<file path="src/rtl/key_evt_pkg.sv">
// Shared types and sizes for the key debounce / auto-repeat event queue.
package key_evt_pkg;

  localparam int unsigned EVT_W      = 5;
  localparam int unsigned FIFO_DEPTH = 4;
  localparam int unsigned CNT_W      = 11;
  localparam int unsigned IDX_W      = 3;

  typedef enum logic [1:0] {
    NONE    = 2'd0,
    PRESS   = 2'd1,
    REPEAT  = 2'd2,
    RELEASE = 2'd3
  } evt_type_e;

  typedef enum logic [2:0] {
    IDLE     = 3'd0,
    PRESS_DB = 3'd1,
    HELD     = 3'd2,
    RPT      = 3'd3,
    REL_DB   = 3'd4
  } key_fsm_e;

  // Event payload as seen by the consumer: {type, key index}
  typedef struct packed {
    evt_type_e              typ;
    logic [IDX_W-1:0]       idx;
  } evt_t;

  function automatic evt_t make_evt(input evt_type_e typ, input logic [IDX_W-1:0] idx);
    evt_t e;
    e.typ = typ;
    e.idx = idx;
    return e;
  endfunction

endpackage

</file>
<file path="src/rtl/key_evt_fifo.sv">
// Depth-4 first-word-fall-through FIFO; head entry is always r_mem[0].
module key_evt_fifo
  import key_evt_pkg::*;
#(
  parameter int unsigned W = EVT_W
) (
  input  logic         clk,
  input  logic         rst,
  input  logic         i_valid,
  output logic         o_ready_c,
  input  logic [W-1:0] i_data,
  output logic         o_valid,
  input  logic         i_ready,
  output logic [W-1:0] o_data
);

  localparam int unsigned CW = $clog2(FIFO_DEPTH + 1);
  localparam int unsigned IW = $clog2(FIFO_DEPTH);

  logic [W-1:0]  r_mem     [FIFO_DEPTH];
  logic [W-1:0]  w_mem_nxt [FIFO_DEPTH];
  logic [CW-1:0] r_count;
  logic [CW-1:0] w_count_nxt;
  logic          r_valid;
  logic          w_push;
  logic          w_pop;
  logic [IW-1:0] w_wr_idx;

  // A full FIFO still accepts a write when the head leaves in the same cycle
  assign o_ready_c = (r_count != CW'(FIFO_DEPTH)) || i_ready;
  assign w_pop     = r_valid & i_ready;
  assign w_push    = i_valid & o_ready_c;
  assign w_wr_idx  = IW'(r_count - CW'(w_pop));
  assign w_count_nxt = r_count + CW'(w_push) - CW'(w_pop);

  // Shift down on pop, then write the new entry behind the last valid one
  always_comb begin
    for (int j = 0; j < FIFO_DEPTH; j++) w_mem_nxt[j] = r_mem[j];
    if (w_pop) begin
      for (int j = 0; j < FIFO_DEPTH - 1; j++) w_mem_nxt[j] = r_mem[j + 1];
    end
    if (w_push) w_mem_nxt[w_wr_idx] = i_data;
  end

  // Storage, occupancy and registered valid flag
  always_ff @(posedge clk or posedge rst) begin
    if (rst) begin
      for (int j = 0; j < FIFO_DEPTH; j++) r_mem[j] <= '0;
      r_count <= '0;
      r_valid <= 1'b0;
    end else begin
      for (int j = 0; j < FIFO_DEPTH; j++) r_mem[j] <= w_mem_nxt[j];
      r_count <= w_count_nxt;
      r_valid <= (w_count_nxt != '0);
    end
  end

  assign o_valid = r_valid;
  assign o_data  = r_mem[0];

endmodule

</file>
<file path="src/rtl/key_event_queue.sv">
// Per-key debounce, hold and auto-repeat engine feeding a PRESS/REPEAT/RELEASE event queue.
module key_event_queue
  import key_evt_pkg::*;
#(
  parameter int unsigned F_CLK       = 50_000_000,
  parameter int unsigned N_KEYS      = 6,
  parameter int unsigned DEBOUNCE_MS = 20,
  parameter int unsigned HOLD_MS     = 500,
  parameter int unsigned REPEAT_MS   = 100
) (
  input  logic              clk,
  input  logic              rst,
  input  logic [N_KEYS-1:0] key,
  output logic [N_KEYS-1:0] key_state,
  output logic              evt_valid,
  input  logic              evt_ready,
  output logic [EVT_W-1:0]  evt_data,
  output logic              overflow
);

  localparam int unsigned TICK_DIV = F_CLK / 1000;
  localparam int unsigned PRE_W    = $clog2(TICK_DIV);

  logic [PRE_W-1:0]  r_presc;
  logic              w_tick;
  logic [N_KEYS-1:0] r_sync1;
  logic [N_KEYS-1:0] r_sync2;
  logic [N_KEYS-1:0] w_post;
  evt_type_e         w_post_type [N_KEYS];
  evt_type_e         r_pend      [N_KEYS];
  logic              r_overflow;
  logic              w_arb_valid;
  logic [IDX_W-1:0]  w_arb_idx;
  evt_type_e         w_arb_type;
  evt_t              w_push_data;
  logic              w_fifo_ready_c;
  logic              w_push;
  logic [N_KEYS-1:0] w_free;
  logic [N_KEYS-1:0] w_ovf;

  assign w_tick = (r_presc == PRE_W'(TICK_DIV - 1));

  // 1 ms tick prescaler shared by all keys
  always_ff @(posedge clk or posedge rst) begin
    if (rst)         r_presc <= '0;
    else if (w_tick) r_presc <= '0;
    else             r_presc <= r_presc + PRE_W'(1);
  end

  // Two-flop synchronizer; idles released so reset never looks like a press
  always_ff @(posedge clk or posedge rst) begin
    if (rst) begin
      r_sync1 <= '1;
      r_sync2 <= '1;
    end else begin
      r_sync1 <= key;
      r_sync2 <= r_sync1;
    end
  end

  for (genvar g = 0; g < N_KEYS; g++) begin : g_key
    key_fsm_e         r_state;
    logic [CNT_W-1:0] r_cnt;
    logic             r_ks;
    logic             r_post;
    evt_type_e        r_post_type;
    logic [CNT_W-1:0] w_cnt_inc;

    assign w_cnt_inc = r_cnt + CNT_W'(1);

    // Debounce / hold / repeat state machine; r_post is a one-cycle post strobe
    always_ff @(posedge clk or posedge rst) begin
      if (rst) begin
        r_state     <= IDLE;
        r_cnt       <= '0;
        r_ks        <= 1'b1;
        r_post      <= 1'b0;
        r_post_type <= NONE;
      end else begin
        r_post <= 1'b0;
        case (r_state)
          IDLE: begin
            if (!r_sync2[g]) begin
              r_state <= PRESS_DB;
              r_cnt   <= '0;
            end
          end
          PRESS_DB: begin
            if (r_sync2[g]) begin
              r_state <= IDLE;
            end else if (w_tick) begin
              if (w_cnt_inc == CNT_W'(DEBOUNCE_MS)) begin
                r_state     <= HELD;
                r_cnt       <= '0;
                r_ks        <= 1'b0;
                r_post      <= 1'b1;
                r_post_type <= PRESS;
              end else begin
                r_cnt <= w_cnt_inc;
              end
            end
          end
          HELD: begin
            if (r_sync2[g]) begin
              r_state <= REL_DB;
              r_cnt   <= '0;
            end else if (w_tick) begin
              if (w_cnt_inc == CNT_W'(HOLD_MS)) begin
                r_state     <= RPT;
                r_cnt       <= '0;
                r_post      <= 1'b1;
                r_post_type <= REPEAT;
              end else begin
                r_cnt <= w_cnt_inc;
              end
            end
          end
          RPT: begin
            if (r_sync2[g]) begin
              r_state <= REL_DB;
              r_cnt   <= '0;
            end else if (w_tick) begin
              if (w_cnt_inc == CNT_W'(REPEAT_MS)) begin
                r_cnt       <= '0;
                r_post      <= 1'b1;
                r_post_type <= REPEAT;
              end else begin
                r_cnt <= w_cnt_inc;
              end
            end
          end
          REL_DB: begin
            if (!r_sync2[g]) begin
              r_state <= HELD;
              r_cnt   <= '0;
            end else if (w_tick) begin
              if (w_cnt_inc == CNT_W'(DEBOUNCE_MS)) begin
                r_state     <= IDLE;
                r_cnt       <= '0;
                r_ks        <= 1'b1;
                r_post      <= 1'b1;
                r_post_type <= RELEASE;
              end else begin
                r_cnt <= w_cnt_inc;
              end
            end
          end
          default: begin
            r_state <= IDLE;
            r_cnt   <= '0;
          end
        endcase
      end
    end

    assign w_post[g]      = r_post;
    assign w_post_type[g] = r_post_type;
    assign key_state[g]   = r_ks;
  end

  // Lowest-index occupied pending register wins the single push slot
  always_comb begin
    w_arb_valid = 1'b0;
    w_arb_idx   = '0;
    w_arb_type  = NONE;
    for (int i = int'(N_KEYS) - 1; i >= 0; i--) begin
      if (r_pend[i] != NONE) begin
        w_arb_valid = 1'b1;
        w_arb_idx   = IDX_W'(i);
        w_arb_type  = r_pend[i];
      end
    end
  end

  assign w_push      = w_arb_valid & w_fifo_ready_c;
  assign w_push_data = make_evt(w_arb_type, w_arb_idx);

  // A post only overflows when it lands on an entry that is not leaving this cycle
  always_comb begin
    for (int i = 0; i < N_KEYS; i++) begin
      w_free[i] = w_push && (w_arb_idx == IDX_W'(i));
      w_ovf[i]  = w_post[i] && (r_pend[i] != NONE) && !w_free[i];
    end
  end

  // Pending registers and sticky overflow flag
  always_ff @(posedge clk or posedge rst) begin
    if (rst) begin
      for (int i = 0; i < N_KEYS; i++) r_pend[i] <= NONE;
      r_overflow <= 1'b0;
    end else begin
      for (int i = 0; i < N_KEYS; i++) begin
        if (w_post[i])      r_pend[i] <= w_post_type[i];
        else if (w_free[i]) r_pend[i] <= NONE;
      end
      r_overflow <= r_overflow | (|w_ovf);
    end
  end

  key_evt_fifo #(
    .W (EVT_W)
  ) u_fifo (
    .clk       (clk),
    .rst       (rst),
    .i_valid   (w_arb_valid),
    .o_ready_c (w_fifo_ready_c),
    .i_data    (w_push_data),
    .o_valid   (evt_valid),
    .i_ready   (evt_ready),
    .o_data    (evt_data)
  );

  assign overflow = r_overflow;

endmodule

</file>
<file path="config.mk">
export PLATFORM = sky130hd
export DESIGN_NAME = key_event_queue
export DESIGN_NICKNAME = d
export VERILOG_FILES = /design/src/rtl/key_evt_pkg.sv /design/src/rtl/key_evt_fifo.sv /design/src/rtl/key_event_queue.sv
export SDC_FILE = /design/constraint.sdc
export NUM_CORES = 1
export LEC_CHECK = 0
export ABC_AREA = 1
export BUFFER_PORTS_ARGS = -buffer_cell sky130_fd_sc_hd__buf_2
export CAP_MARGIN = 20
export CORE_ASPECT_RATIO = 1.5
export CORE_MARGIN = 3
export CORE_UTILIZATION = 29
export DETAILED_ROUTE_END_ITERATION = 8
export PLACE_DENSITY = 0.52
export REMOVE_ABC_BUFFERS = 1
export SYNTH_ARGS = -nofsm -noshare
export SYNTH_HDL_FRONTEND = slang
export SYNTH_SLANG_ARGS = --single-unit
</file>
<file path="constraint.sdc">
create_clock -name clk -period 15.5 [get_ports clk]
set_input_delay 2.325 -clock clk [delete_from_list [all_inputs] [get_ports clk]]
set_output_delay 2.325 -clock clk [all_outputs]
set_load 0.01 [all_outputs]
</file>
==> results.json <==
{
  "vdd_drop_max_v": 0.0000971,
  "synth_area_leaders": "dfrtp_1 31%, nand2_1 21%, inv_1 6.5%",
  "maxCapViolCount": 0,
  "synthAdderAreaFrac": 0.0175,
  "synth_top_area_cell": "dfrtp_1",
  "synth_top_family_by_area": "simple AND/OR/NAND/NOR gates",
  "yosysSeqAreaShare": 0.346,
  "synthCells": 1912,
  "power.share.clock": 0.238,
  "rows": 92,
  "viasPerCell": 4.75,
  "wl_per_cell_um": 13.0,
  "post_cts_buffers": 0,
  "clock.fmax_ghz": 0.225,
  "min_path_type": "flop to flop",
  "ant_nets": 0,
  "ctsHoldBuffers": 0,
  "synth_ff_type": "dfrtp_1",
  "switchingPower_w": 0.000861,
  "cp.required_ps": 15830,
  "port-buffer-count": 21,
  "rsz0062_at_grt": "no",
  "clkTransAtPathRegs_ps": 70,
  "synth_xor_area_frac": 0.0117,
  "period_needed_ps": 4450,
  "fin_ws_ps": 11050,
  "power_frac_seq": 0.315,
  "dpl.hpwl_mm": 24.0,
  "insertion_delay_ps": 450,
  "synth_edf_count": 0,
  "cts_max_level": 4,
  "die_h_um": 261,
  "cts_tree": "yes",
  "syn2layout_area_growth_pct": 9.59,
  "antenna_found_initial": 0,
  "fp.dieW_um": 176,
  "pre_cts_slack_ps": 10560,
  "finClkSkew_ps": 12.3,
  "vias": 11900,
  "dr.pass1.iters": 5,
  "syn-cell-area_sq_um": 12600,
  "setup_viol": 0,
  "cts_resized": 0,
  "fin_crit_sh": 0.287,
  "critPathCaptureType": "flop",
  "final_design_area_no_fill_sq_um": 13800,
  "grt_pass1_vias": 11800,
  "core_area_sq_um": 42500,
  "leakage_nw": 6.89,
  "drive_gt1_frac": 0.114,
  "grt_pass1_wl_mm": 55.5,
  "finalNetCount": 1945,
  "intPower_w": 0.00101,
  "route.detailed.drc": 0,
  "clk_path_buf_depth": 2,
  "post-place-cells": 2464,
  "yosys_warnings": 0,
  "tightest_slew_ps": 942,
  "final_hold_viol_count": 0,
  "synth_top_area_frac": 0.308,
  "status": "completed",
  "grt_max_degree": 112,
  "cts_root_buffer": "clkbuf_16",
  "yosys-mux-area-fraction": 0,
  "overflow": 0,
  "ys_async_sr_fraction": 1.00,
  "comb_power_share": 0.447,
  "arrival_ps": 4780,
  "synth-compound-area-share": 0.114,
  "final_max_slew_viol_count": 0,
  "sw_frac_of_total": 0.461,
  "postLayoutCoreUtil": 0.325,
  "cp-start-kind": "input port",
  "wl_mm": 32.5,
  "n_antenna_cell": 0,
  "tns_ps": 0,
  "fin_cells": 2496,
  "yosys_register_bits": 173,
  "fillers": 4595,
  "dieArea_sq_um": 46000,
  "p_per_area_nw_per_um2": 135,
  "slew_headroom": 0.367,
  "path_class": "input port to flop",
  "initial_utilization": 0.296,
  "clock-sinks": 173,
  "grt.total_usage": 0.144,
  "numCtsBuffers": 17,
  "first_iter_violations": 599,
  "synthSimpleGateAreaFrac": 0.422,
  "io-pin-count": 22,
  "yosysUniqueCellTypes": 55,
  "dpl-instance-area_sq_um": 13200,
  "path_max_fanout": 18,
  "gp_congestion": 0.833,
  "syn_avg_cell_area_sq_um": 6.58
}
[routing by layer]
layer | part of all wire | GRT usage | vias up
li1 | - | - | 6119
met1 | 0.42 | 0.164 | 5563
met2 | 0.53 | 0.274 | 141
met3 | 0.025 | 0.0215 | 45
met4 | 0.020 | 0.0478 | 0
met5 | 0 | 0 | -
[cell type report]
| cell class | count | area (sq um) | share of cell area |
|---|---|---|---|
| clock buffers | 18 | 429 | 0.0311 |
| clock inverters | 14 | 160 | 0.0116 |
| inverters | 240 | 916 | 0.0664 |
| multi-input cells | 1464 | 7110 | 0.516 |
| flip-flops and latches | 173 | 4350 | 0.315 |
| well taps | 564 | 706 | 0.0512 |
| repair buffers | 23 | 120 | 0.00871 |
[worst paths after layout]
| check | from | to | slack [ps] | cells past startpoint |
|---|---|---|---|---|
| max | evt_ready | u_fifo.o_valid | 11050 | 9 |
| min | r_sync1[4] | r_sync2[4] | 360 | 0 |
| max reg2reg | r_presc[0] | g_key[5].r_cnt[8] | 12570 | 13 |
| min reg2reg | r_sync1[4] | r_sync2[4] | 360 | 0 |
| max in group asynchronous | rst | g_key[4].r_post_type[1] | 12180 | 3 |
| min in group asynchronous | rst | g_key[5].r_cnt[7] | 2000 | 2 |
[critical path: stages]
cell     delay (ps)
buf_2           110
nand2_1         400
inv_1           350
ha_1            430
inv_1            90
ha_1            200
fa_1            400
xor2_1          180
or3_1           300
[flip-flops by register name (all words and copies together), names as in the netlist, named ones only]
register,flops
g_key.r_cnt,66
g_key.r_state,18
r_presc,16
g_key.r_post_type,12
r_pend,12
u_fifo.r_mem,10
g_key.r_ks,6
g_key.r_post,6
r_sync1,6
r_sync2,6
u_fifo.o_data,5
u_fifo.r_count,3
overflow,1
u_fifo.o_valid,1
[cells by family (layout without fill, tap and decap cells)]
logic type	Yosys count	count (layout)
and+or+nand+nor	1191	1191
buffers and inverters	275	295
AOI/OAI and AO/OA	240	240
DFF	173	173
adders and majority gates	17	17
xor gates and xnor gates	16	16
[placed cells by master (no fill, tap or decap), drive strengths merged, types with 9 or more instances in the layout]
master and count:
nand4 36, dfstp 18, buf 23, nand3b 9, nand3 161, a21oi 61
dfrtp 155, xor2 12, nor2 226, o211ai 20, a31oi 14, clkinv 11
nor3 20, nand2 730, o21ai 116, inv 239, clkbuf 18, ha 16
[stage by stage]
| stage | power, W | hold slack, ps |
|---|---|---|
| floorplan | 0.00120 | 345 |
| global placement | 0.00142 | 346 |
| detailed placement | 0.00144 | 347 |
| CTS | 0.00189 | 358 |
| global route | 0.00203 | 359 |
| finish | 0.00187 | 357 |
[cells in the mapped netlist, types with 13 or more instances]
cell type / n
nand3_2: 20
nor2_1: 183
dfstp_2: 18
nor2_2: 25
o211ai_1: 19
nor3_1: 15
inv_1: 218
nand2_2: 29
nor2_4: 18
o21ai_0: 86
a31oi_1: 13
nand2_1: 696
ha_1: 16
nand4_1: 35
a21oi_1: 52
dfrtp_1: 155
nand3_1: 139
o21ai_1: 27
inv_2: 15
[power by group through the flow]
| stage | Sequential, W | Clock, W | Combinational, W |
|---|---|---|---|
| final | 0.000588 | 0.000445 | 0.000835 |
| after global routing | 0.000598 | 0.000478 | 0.000950 |
| after CTS | 0.000588 | 0.000461 | 0.000843 |
| after detailed placement | 0.000595 | 0 | 0.000841 |
| after global placement | 0.000594 | 0 | 0.000829 |
| after floorplan | 0.000584 | 0 | 0.000621 |
No activity file was read; power rests on OpenSTA's default activity.
